==> config.mk <==
export PLATFORM = sky130hd
export DESIGN_NAME = fifo_controller_flat
export DESIGN_NICKNAME = d
export VERILOG_FILES = /design/src/rtl/fifo_controller_if.sv /design/src/rtl/fifo_controller.sv /design/src/flat_wrapper.sv
export SDC_FILE = /design/constraint.sdc
export NUM_CORES = 1
export LEC_CHECK = 0
export BUFFER_PORTS_ARGS = -buffer_cell sky130_fd_sc_hd__buf_2
export CAP_MARGIN = 10
export CORE_ASPECT_RATIO = 0.9
export CORE_UTILIZATION = 30
export DETAILED_ROUTE_END_ITERATION = 8
export GPL_TIMING_DRIVEN = 0
export HOLD_SLACK_MARGIN = 0.12
export PLACE_DENSITY = 0.61
export SLEW_MARGIN = 30
export SYNTH_ARGS = -nofsm -noshare
export SYNTH_HDL_FRONTEND = slang
export SYNTH_SLANG_ARGS = --single-unit
==> constraint.sdc <==
create_clock -name clk -period 2.25 [get_ports clk]
set_input_delay 0 -clock clk [delete_from_list [all_inputs] [get_ports clk]]
set_output_delay 0 -clock clk [all_outputs]
set_load 0.02 [all_outputs]
==> src/rtl/fifo_controller_if.sv <==
// -----------------------------------------------------------------------------
// fifo_controller_if
// Bundles the FIFO user / register-file side signals of fifo_controller.
//
// Handshake semantics: a request is the level of wr_en / rd_en sampled at a
// rising clock edge. There is no back-pressure. The outcome of the request
// appears in the following cycle on wr_ack / wr_err / rd_ack / rd_err.
// wr_en and rd_en high together is a NO_OP. The register file captures
// wData at wAddr on any edge where we is high. rData is combinational from
// rAddr.
//
// master : FIFO user plus register file (drives requests and rData)
// slave  : fifo_controller
// -----------------------------------------------------------------------------
interface fifo_controller_if;
    logic        wr_en;
    logic        rd_en;
    logic [31:0] din;
    logic [31:0] rData;
    logic        we;
    logic [2:0]  wAddr;
    logic [31:0] wData;
    logic [2:0]  rAddr;
    logic [31:0] dout;
    logic        full;
    logic        empty;
    logic        wr_ack;
    logic        wr_err;
    logic        rd_ack;
    logic        rd_err;
    logic [3:0]  data_count;

    modport master (
        output wr_en, rd_en, din, rData,
        input  we, wAddr, wData, rAddr, dout, full, empty,
        input  wr_ack, wr_err, rd_ack, rd_err, data_count
    );

    modport slave (
        input  wr_en, rd_en, din, rData,
        output we, wAddr, wData, rAddr, dout, full, empty,
        output wr_ack, wr_err, rd_ack, rd_err, data_count
    );
endinterface

==> src/rtl/fifo_controller.sv <==
// -----------------------------------------------------------------------------
// fifo_controller
// Control block for an 8 x 32 FIFO whose storage is an external register
// file. It keeps the head and tail pointers and the occupancy count. It turns
// push/pop requests into register-file write strobes and addresses. It
// registers the popped word and reports status and per-request outcome flags.
//
// Ports:
//   clk          in   rising-edge clock
//   reset_n      in   asynchronous active-low reset
//   bus          slave modport of fifo_controller_if (requests, register-file
//                signals, dout, status, ack/err flags, data_count)
//   o_dbg_state  out  current outcome-state encoding
// -----------------------------------------------------------------------------
module fifo_controller (
    input  logic             clk,
    input  logic             reset_n,
    fifo_controller_if.slave bus,
    output logic [2:0]       o_dbg_state
);

    typedef enum logic [2:0] {
        INIT     = 3'd0,
        NO_OP    = 3'd1,
        WRITE    = 3'd2,
        WR_ERROR = 3'd3,
        READ     = 3'd4,
        RD_ERROR = 3'd5
    } state_t;

    state_t      r_state;
    state_t      w_next_state;
    logic [2:0]  r_head;
    logic [2:0]  r_tail;
    logic [3:0]  r_count;
    logic [31:0] r_dout;
    logic        w_full;
    logic        w_empty;

    assign w_full  = (r_count == 4'd8);
    assign w_empty = (r_count == 4'd0);

    // Decode this cycle's request against the current count. The outcome
    // state is both the action taken at the edge and the source of the
    // following cycle's ack/err flags.
    always_comb begin
        w_next_state = NO_OP;
        if (bus.wr_en && !bus.rd_en) begin
            w_next_state = w_full ? WR_ERROR : WRITE;
        end else if (bus.rd_en && !bus.wr_en) begin
            w_next_state = w_empty ? RD_ERROR : READ;
        end
    end

    always_ff @(posedge clk or negedge reset_n) begin
        if (!reset_n) begin
            r_state <= INIT;
            r_head  <= 3'd0;
            r_tail  <= 3'd0;
            r_count <= 4'd0;
            r_dout  <= 32'd0;
        end else begin
            r_state <= w_next_state;
            case (w_next_state)
                WRITE: begin
                    r_tail  <= r_tail + 3'd1;
                    r_count <= r_count + 4'd1;
                end
                READ: begin
                    // rData already reflects the word at head (rAddr)
                    r_dout  <= bus.rData;
                    r_head  <= r_head + 3'd1;
                    r_count <= r_count - 4'd1;
                end
                default: begin
                end
            endcase
        end
    end

    // The write strobe is gated by full, so a push to a full FIFO never
    // overwrites the entry at head.
    assign bus.we         = bus.wr_en & ~bus.rd_en & ~w_full;
    assign bus.wAddr      = r_tail;
    assign bus.wData      = bus.din;
    assign bus.rAddr      = r_head;
    assign bus.dout       = r_dout;
    assign bus.full       = w_full;
    assign bus.empty      = w_empty;
    assign bus.data_count = r_count;
    assign bus.wr_ack     = (r_state == WRITE);
    assign bus.wr_err     = (r_state == WR_ERROR);
    assign bus.rd_ack     = (r_state == READ);
    assign bus.rd_err     = (r_state == RD_ERROR);
    assign o_dbg_state    = r_state;

endmodule

==> src/flat_wrapper.sv <==
// flat-port wrapper written by rule: the top's interface ports become plain ports
module fifo_controller_flat 
  (clk, reset_n, o_dbg_state, bus_wr_en, bus_rd_en, bus_din, bus_rData, bus_we, bus_wAddr, bus_wData, bus_rAddr, bus_dout, bus_full, bus_empty, bus_wr_ack, bus_wr_err, bus_rd_ack, bus_rd_err, bus_data_count);
  fifo_controller_if bus_i ();
  input  logic clk;
  input  logic reset_n;
  output logic [2:0] o_dbg_state;
  input wire logic [$bits(bus_i.wr_en)-1:0] bus_wr_en;
  input wire logic [$bits(bus_i.rd_en)-1:0] bus_rd_en;
  input wire logic [$bits(bus_i.din)-1:0] bus_din;
  input wire logic [$bits(bus_i.rData)-1:0] bus_rData;
  output wire logic [$bits(bus_i.we)-1:0] bus_we;
  output wire logic [$bits(bus_i.wAddr)-1:0] bus_wAddr;
  output wire logic [$bits(bus_i.wData)-1:0] bus_wData;
  output wire logic [$bits(bus_i.rAddr)-1:0] bus_rAddr;
  output wire logic [$bits(bus_i.dout)-1:0] bus_dout;
  output wire logic [$bits(bus_i.full)-1:0] bus_full;
  output wire logic [$bits(bus_i.empty)-1:0] bus_empty;
  output wire logic [$bits(bus_i.wr_ack)-1:0] bus_wr_ack;
  output wire logic [$bits(bus_i.wr_err)-1:0] bus_wr_err;
  output wire logic [$bits(bus_i.rd_ack)-1:0] bus_rd_ack;
  output wire logic [$bits(bus_i.rd_err)-1:0] bus_rd_err;
  output wire logic [$bits(bus_i.data_count)-1:0] bus_data_count;
  assign bus_i.wr_en = bus_wr_en;
  assign bus_i.rd_en = bus_rd_en;
  assign bus_i.din = bus_din;
  assign bus_i.rData = bus_rData;
  assign bus_we = bus_i.we;
  assign bus_wAddr = bus_i.wAddr;
  assign bus_wData = bus_i.wData;
  assign bus_rAddr = bus_i.rAddr;
  assign bus_dout = bus_i.dout;
  assign bus_full = bus_i.full;
  assign bus_empty = bus_i.empty;
  assign bus_wr_ack = bus_i.wr_ack;
  assign bus_wr_err = bus_i.wr_err;
  assign bus_rd_ack = bus_i.rd_ack;
  assign bus_rd_err = bus_i.rd_err;
  assign bus_data_count = bus_i.data_count;
  fifo_controller u_core (.clk(clk), .reset_n(reset_n), .bus(bus_i), .o_dbg_state(o_dbg_state));
endmodule
==> summary.txt, run 1 <==
Synthesis
  • Cell Area, Synth: 2170 um^2
  • Mapped Cells: 155
  • Synth Area in Adders: 3.23%
  • Largest family of logic cells by synthesized area: multiplexers
  • Cell taking the most area after synthesis: dfrtp_1
  • Yosys warns: 0
  • Post-synth top cells: 45 x dfrtp_1, 32 x buf_4, 20 x mux2_4
  • Synth unique cells: 25
  • Xor/xnor share of the synthesized area: 3.23%
  • Syn Area/Cell: 14.0 um^2
  • Top cells by area, synth: dfrtp_1 52%, mux2_4 14%, buf_4 11%
  • EDFF count, synth: 0
  • Mux share of post-synthesis cell area: 21.5%
  • Ys async rst share: 100%
  • Post-Syn Nets: 228
  • Synth top area share: 51.8%
  • Cell with the most instances after synthesis: dfrtp_1
  • Top FF cell, synth: dfrtp_1
  • Sequential-to-total area share from yosys stat: 51.8%
  • Post-synthesis register bit count: 45
  • Post-Synth Simple-Gate Area: 4.67%
  • Synth Area in Compound Gates: 1.61%

Setup path
  • Cell Chain, Critical Path: nor4_4, nor2_4, ha_1, a21o_1, a21oi_1, mux2i_1, xnor2_1
  • Worst Path Arrival: 2.21 ns
  • Crit Path Category: reg2reg
  • Delay-heaviest family, CP: simple AND/OR/NAND/NOR gates
  • Slowest CP cell: dfrtp_2
  • Worst path bufs/invs: 0
  • Crit path launch type: flop
  • CP max stage delay: 0.47 ns
  • Max FO, Critical Path: 12
  • Setup crit end kind: flop
  • Worst Path Required: 2.47 ns

GRT
  • Vias in the first global route: 1495
  • Largest net degree at the start of global routing: 46
  • All-Layer GR Usage: 11.7%
  • Global route total overflow: 0
  • First-pass GRT wire length: 6.86 mm
  • Initial antenna violation count: 0

Cells and area
  • Cell Count, Final, Fillers Out: 410
  • Nets: 389
  • Share of cells above drive strength 1: 62.5%
  • ANT cells: 0
  • Area Growth Syn to Fin: 54.9%

STA
  • Measured slew at the worst slew-check pin: 0.559 ns
  • Crit path time final: 1.99 ns
  • Setup TNS: 0 ns
  • Max Fclk: 502 MHz
  • Clock skew: 0.0112 ns
  • Unrepaired setup endpoints after global routing: false
  • Final hold vios: 0
  • Setup Viol. Count Final: 0
  • Max-slew violations: 0
  • Relative slew slack: 62.7%
  • Period utilization: 88.5%
  • Worst hold slack: 0.216 ns
  • PnR worst setup slack: 0.259 ns

Power
  • Peak VDD IR: 535 uV
  • P_leak: 1.75 nW
  • PwrDens: 1050 nW/um^2
  • Final Power: 3.54 mW

CTS
  • Clock root buffer: clkbuf_8
  • Clock tree buffer depth: 2
  • CTS tree: built
  • H-Tree Depth: 2
  • Clock sink total: 45
  • Clk_lat worst skew: 0.29 ns
  • Worst-path clk slew: 0.09 ns
  • Setup bufs post-CTS: 0
  • Total CTS buffers: 5

Status
  • Status: finished clean

Drt
  • Pre-antenna DRT Iters: 4
  • Vias per Instance: 4.07
  • DR WL/cell: 11.1 um
  • # DRC: 0
  • Total number of vias: 1669
  • Post-route ant nets: 0
  • Initial DRC count: 23
  • Final WL: 4.56 mm

Place
  • Dpl hpwl: 3.00 mm
  • Dpl ws: 0.135 ns
  • Port Buffers: 119
  • DP Cell Count: 367
  • Gpl congestion: 0.704

Floorplanning
  • Core Rows: 29
  • Ports: 152
  • Die H: 82.7 um
  • Initial core utilization: 30.9%
  • Core area: 7040 um^2
  • Area of the die: 7590 um^2
  • Die W: 91.7 um

Hold path
  • Hold WC Path Type: in2out

Job
  • Max Cap Violations: 0
[layout by cell type, fill, tap and decap left out, types with 2 or more instances in the layout]
cell / netlist / routed
a21oi_1: 2 / 2
mux2_2: 14 / 14
dlygate4sd3_1: 0 / 36
buf_4: 32 / 33
nand2_1: 2 / 2
buf_6: 3 / 3
xnor2_1: 4 / 4
nand2b_1: 2 / 2
and3b_1: 2 / 2
ha_1: 4 / 4
dfrtp_1: 45 / 44
buf_2: 1 / 118
clkbuf_8: 0 / 6
xor2_1: 4 / 4
nand3_1: 2 / 2
mux2_4: 20 / 20
nor3b_1: 2 / 2
o21ai_0: 2 / 2
inv_1: 6 / 6
[path summary, 6_finish.rpt]
kind                                          startpoint                        to  slack, ns  cells after the start
worst min-delay path                         bus_din[22]             bus_wData[22]       0.22                      2
worst max register to register  u_core.bus.data_count[1]  u_core.bus.data_count[3]       0.26                      7
worst max-delay path            u_core.bus.data_count[1]  u_core.bus.data_count[3]       0.26                      7
max in group asynchronous                        reset_n  u_core.bus.data_count[1]       1.59                      2
min in group asynchronous                        reset_n       u_core.bus.wAddr[1]       0.25                      2
worst min register to register       u_core.bus.rAddr[2]       u_core.bus.rAddr[2]       0.47                      1
[power by group]
group	internal (mW)	switching (mW)
Combinational	0.742	0.839
Sequential	1.11	0.228
Clock	0.362	0.259
Total	2.22	1.33
[cells by family after synthesis]
kind of cell	after synthesis
AO/OA/AOI/OAI	6
XOR/XNOR	8
adder cells (fa/ha/maj)	5
buffers and inverters	42
flip-flops	45
multiplexers	35
AND/OR/NAND/NOR	14
[routing by layer]
| layer | vias to the layer above | GRT usage [%] | wire [um] |
|---|---|---|---|
| met5 | - | 0 | 0 |
| met4 | 0 | 4.22 | 50 |
| met3 | 6 | 3.02 | 337 |
| met2 | 89 | 20.1 | 2220 |
| met1 | 761 | 14.5 | 1950 |
| li1 | 813 | - | - |
[layout make-up]
cell class | instances | area [um^2]
well taps | 93 | 116
flip-flops and latches | 45 | 1130
inverters | 6 | 22.5
clock buffers | 7 | 86.3
fillers | 630 | 3670
repair buffers | 155 | 958
plain buffers | 35 | 274
multi-input cells | 68 | 749
clock inverters | 1 | 30.0
[stage by stage]
| stage | utilization, % | instance area [um^2] |
|---|---|---|
| after floorplan | - | 2170 |
| after global placement | 41.0 | 2890 |
| after detailed placement | 41.0 | 2890 |
| after CTS | 47.8 | 3360 |
| after global routing | 47.8 | 3360 |
| final | 47.8 | 3360 |
[state kept, by name, summed over array words and instances, names as in the netlist]
register	flops
u_core.o_dbg_state	3
u_core.bus.dout	32
u_core.bus.wAddr	3
u_core.bus.rAddr	3
u_core.bus.data_count	4
[timing repair]
item / 4_1_cts / 5_1_grt
hold buffers: 36 / 0
endpoints found under the hold margin: 79 / 0
setup endpoints to repair: 0 / 1
resized for setup: 0 / 1
(Power assumes the default switching activity.)
==> run 2: changes to the inputs <==
--- a/config.mk
+++ b/config.mk
@@ -7,12 +7,15 @@
 export LEC_CHECK = 0
 export BUFFER_PORTS_ARGS = -buffer_cell sky130_fd_sc_hd__buf_2
 export CAP_MARGIN = 10
+export CELL_PAD_IN_SITES_DETAIL_PLACEMENT = 0
+export CELL_PAD_IN_SITES_GLOBAL_PLACEMENT = 1
 export CORE_ASPECT_RATIO = 0.9
 export CORE_UTILIZATION = 30
+export CTS_CLUSTER_DIAMETER = 30
 export DETAILED_ROUTE_END_ITERATION = 8
 export GPL_TIMING_DRIVEN = 0
 export HOLD_SLACK_MARGIN = 0.12
-export PLACE_DENSITY = 0.61
+export PLACE_DENSITY = 0.78
 export SLEW_MARGIN = 30
 export SYNTH_ARGS = -nofsm -noshare
 export SYNTH_HDL_FRONTEND = slang
==> summary.txt, run 2 (synthesis gave the netlist of run 1 again) <==
CTS
  • CTS tree: built (unchanged)
  • H-Tree Depth: 2 (unchanged)
  • Clk_lat worst skew: 0.29 ns (about the same)
  • Clock root buffer: clkbuf_8 (unchanged)
  • Setup bufs post-CTS: 0 (unchanged)
  • Worst-path clk slew: 0.08 ns (was 0.09 ns)
  • Clock sink total: 45 (unchanged)
  • # resized after CTS: 0 (unchanged)
  • Clock tree buffer depth: 2 (unchanged)
  • Total CTS buffers: 5 (unchanged)

Place
  • Gpl congestion: 0.701 (was 0.704)
  • Port Buffers: 119 (unchanged)
  • Dpl hpwl: 3.13 mm (was 3.00 mm)

Cells and area
  • Area Growth Syn to Fin: 54.9% (unchanged)
  • ANT cells: 0 (unchanged)
  • Share of cells above drive strength 1: 62.6% (was 62.5%)
  • Filler Cells Inserted: 649 (was 630)
  • Max reg flops: 32 (unchanged)
  • Most common cell after layout, fill and taps aside: buf_2 (unchanged)
  • Nets: 390 (was 389)
  • Register area: 1130 um^2 (unchanged)
  • Area of the multi-input gates: 744 um^2 (was 749 um^2)
  • Commonest non-fill, non-tap cells in the layout: 119 x buf_2, 44 x dfrtp_1, 36 x dlygate4sd3_1, 33 x buf_4, 20 x mux2_4 (was 118 x buf_2, 44 x dfrtp_1, 36 x dlygate4sd3_1, 33 x buf_4, 20 x mux2_4)

Setup path
  • Cell Chain, Critical Path: nor4_4, nor2_2, buf_2, ha_1, a21o_1, a21oi_1, mux2i_1, xnor2_1 (was nor4_4, nor2_4, ha_1, a21o_1, a21oi_1, mux2i_1, xnor2_1)
  • FF-to-FF Start: u_core.bus.data_count[1] (unchanged)
  • Worst Path Required: 2.47 ns (about the same)
  • Setup crit end kind: flop (unchanged)
  • Slowest CP cell: dfrtp_2 (unchanged)
  • Max FO, Critical Path: 11 (was 12)
  • CP max stage delay: 0.46 ns (was 0.47 ns)
  • Crit Path Category: reg2reg (unchanged)
  • Crit path launch type: flop (unchanged)
  • Delay-heaviest family, CP: flip-flops (was simple AND/OR/NAND/NOR gates)
  • Worst path bufs/invs: 1 (was 0)
  • Setup crit start: u_core.bus.data_count[1] (unchanged)
  • Worst Path Arrival: 2.33 ns (was 2.21 ns)

Hold path
  • Hold WC Path Type: in2out (unchanged)
  • Hold Path Origin: bus_din[12] (was bus_din[22])

Floorplanning
  • Ports: 152 (unchanged)
  • Core area: 7040 um^2 (unchanged)
  • Core Rows: 29 (unchanged)
  • Die W: 91.7 um (unchanged)
  • Die H: 82.7 um (unchanged)
  • Initial core utilization: 30.9% (unchanged)
  • Area of the die: 7590 um^2 (unchanged)

Power
  • P_leak: 1.76 nW (was 1.75 nW)
  • Final Power: 3.55 mW (was 3.54 mW)
  • PwrDens: 1060 nW/um^2 (was 1050 nW/um^2)
  • Peak VDD IR: 478 uV (was 535 uV)

STA
  • Unrepaired setup endpoints after global routing: false (unchanged)
  • Relative slew slack: 62.9% (was 62.7%)
  • Final hold vios: 0 (unchanged)
  • Clock skew: 0.00725 ns (was 0.0112 ns)
  • Period utilization: 94.0% (was 88.5%)
  • Max-slew violations: 0 (unchanged)
  • Measured slew at the worst slew-check pin: 0.557 ns (was 0.559 ns)
  • Setup TNS: 0 ns (unchanged)
  • Crit path time final: 2.11 ns (was 1.99 ns)
  • Max Fclk: 473 MHz (was 502 MHz)
  • Setup Viol. Count Final: 0 (unchanged)

Drt
  • Total number of vias: 1662 (was 1669)
  • Initial DRC count: 36 (was 23)
  • Post-route ant nets: 0 (unchanged)
  • # DRC: 0 (unchanged)
  • DR WL/cell: 11.5 um (was 11.1 um)
  • Pre-antenna DRT Iters: 4 (unchanged)
  • Final WL: 4.74 mm (was 4.56 mm)
  • Vias per Instance: 4.04 (was 4.07)

GRT
  • All-Layer GR Usage: 11.5% (was 11.7%)
  • Initial antenna violation count: 0 (unchanged)
  • Global route total overflow: 0 (unchanged)
  • Vias in the first global route: 1510 (was 1495)
  • Largest net degree at the start of global routing: 46 (unchanged)
  • First-pass GRT wire length: 6.86 mm (unchanged)

Job
  • Max Cap Violations: 0 (unchanged)

Status
  • Status: finished clean (unchanged)
-- run 2: cell types whose count changed in the layout (fill, tap and decap cells not counted) --
cell / delta
nor2_2: +1
nor2_4: -1
buf_2: +1
-- run 2: worst paths after layout --
kind / endpoint / slack [ns] / cells after the start
setup reg to reg: u_core.bus.data_count[3] / 0.14 / 8
hold reg to reg: u_core.bus.wAddr[2] / 0.47 / 1
min in group asynchronous: u_core.bus.dout[24] / 0.25 / 2
max in group asynchronous: u_core.bus.data_count[1] / 1.60 / 2
setup / recovery: u_core.bus.data_count[3] / 0.14 / 8
hold / removal: bus_wData[12] / 0.22 / 2
-- run 2: stage by stage --
| step | utilization, % | cells | cell area (um^2) | hold slack (ns) | setup WS [ns] |
|---|---|---|---|---|---|
| 6_report | 47.8 | 411 | 3360 | 0.216 | 0.136 |
| 3_5_place_dp | 41.0 | 367 | 2890 | 0.0446 | 0.120 |
| 3_3_place_gp | 41.0 | 367 | 2890 | 0.218 | 0.128 |
| 5_1_grt | 47.8 | 411 | 3360 | 0.221 | 0.0000555 |
| 4_1_cts | 47.8 | 411 | 3360 | 0.217 | 0.103 |
| 2_1_floorplan | - | 155 | 2170 | -0.296 | 0.00559 |
-- run 2: timing repair --
action | CTS | global route
endpoints found under the setup margin | 0 | 0
hold endpoints to repair | 80 | 0
hold buffers | 36 | 0
-- run 2: final cells by class --
cell class                      instances  area share [%]
Sequential cell                        45            33.5
Timing Repair Buffer                  155            28.5
Multi-Input combinational cell         68            22.1
Buffer                                 36            8.29
Tap cell                               93            3.46
Clock buffer                            7            2.57
Clock inverter                          1           0.893
Inverter                                6           0.669
-- run 2: report_power, final --
part           internal (mW)  switching (mW)
logic                  0.745           0.842
clock network          0.362           0.262
registers               1.11           0.228
-- run 2: routing by layer --
| layer | vias to the layer above | routed length [um] | track usage [%] |
|---|---|---|---|
| met4 | 0 | 34 | 3.28 |
| met3 | 4 | 319 | 3.57 |
| li1 | 809 | - | - |
| met2 | 77 | 2390 | 19.8 |
| met1 | 772 | 2000 | 14.2 |
| met5 | - | 0 | 0 |
-- run 2: worst register-to-register path: stages (launching register included) --
cell and delay, ns:
dfrtp_2 0.46, nor4_4 0.32, nor2_2 0.08, buf_2 0.21, ha_1 0.29, a21o_1 0.15, a21oi_1 0.17, mux2i_1 0.23
xnor2_1 0.13
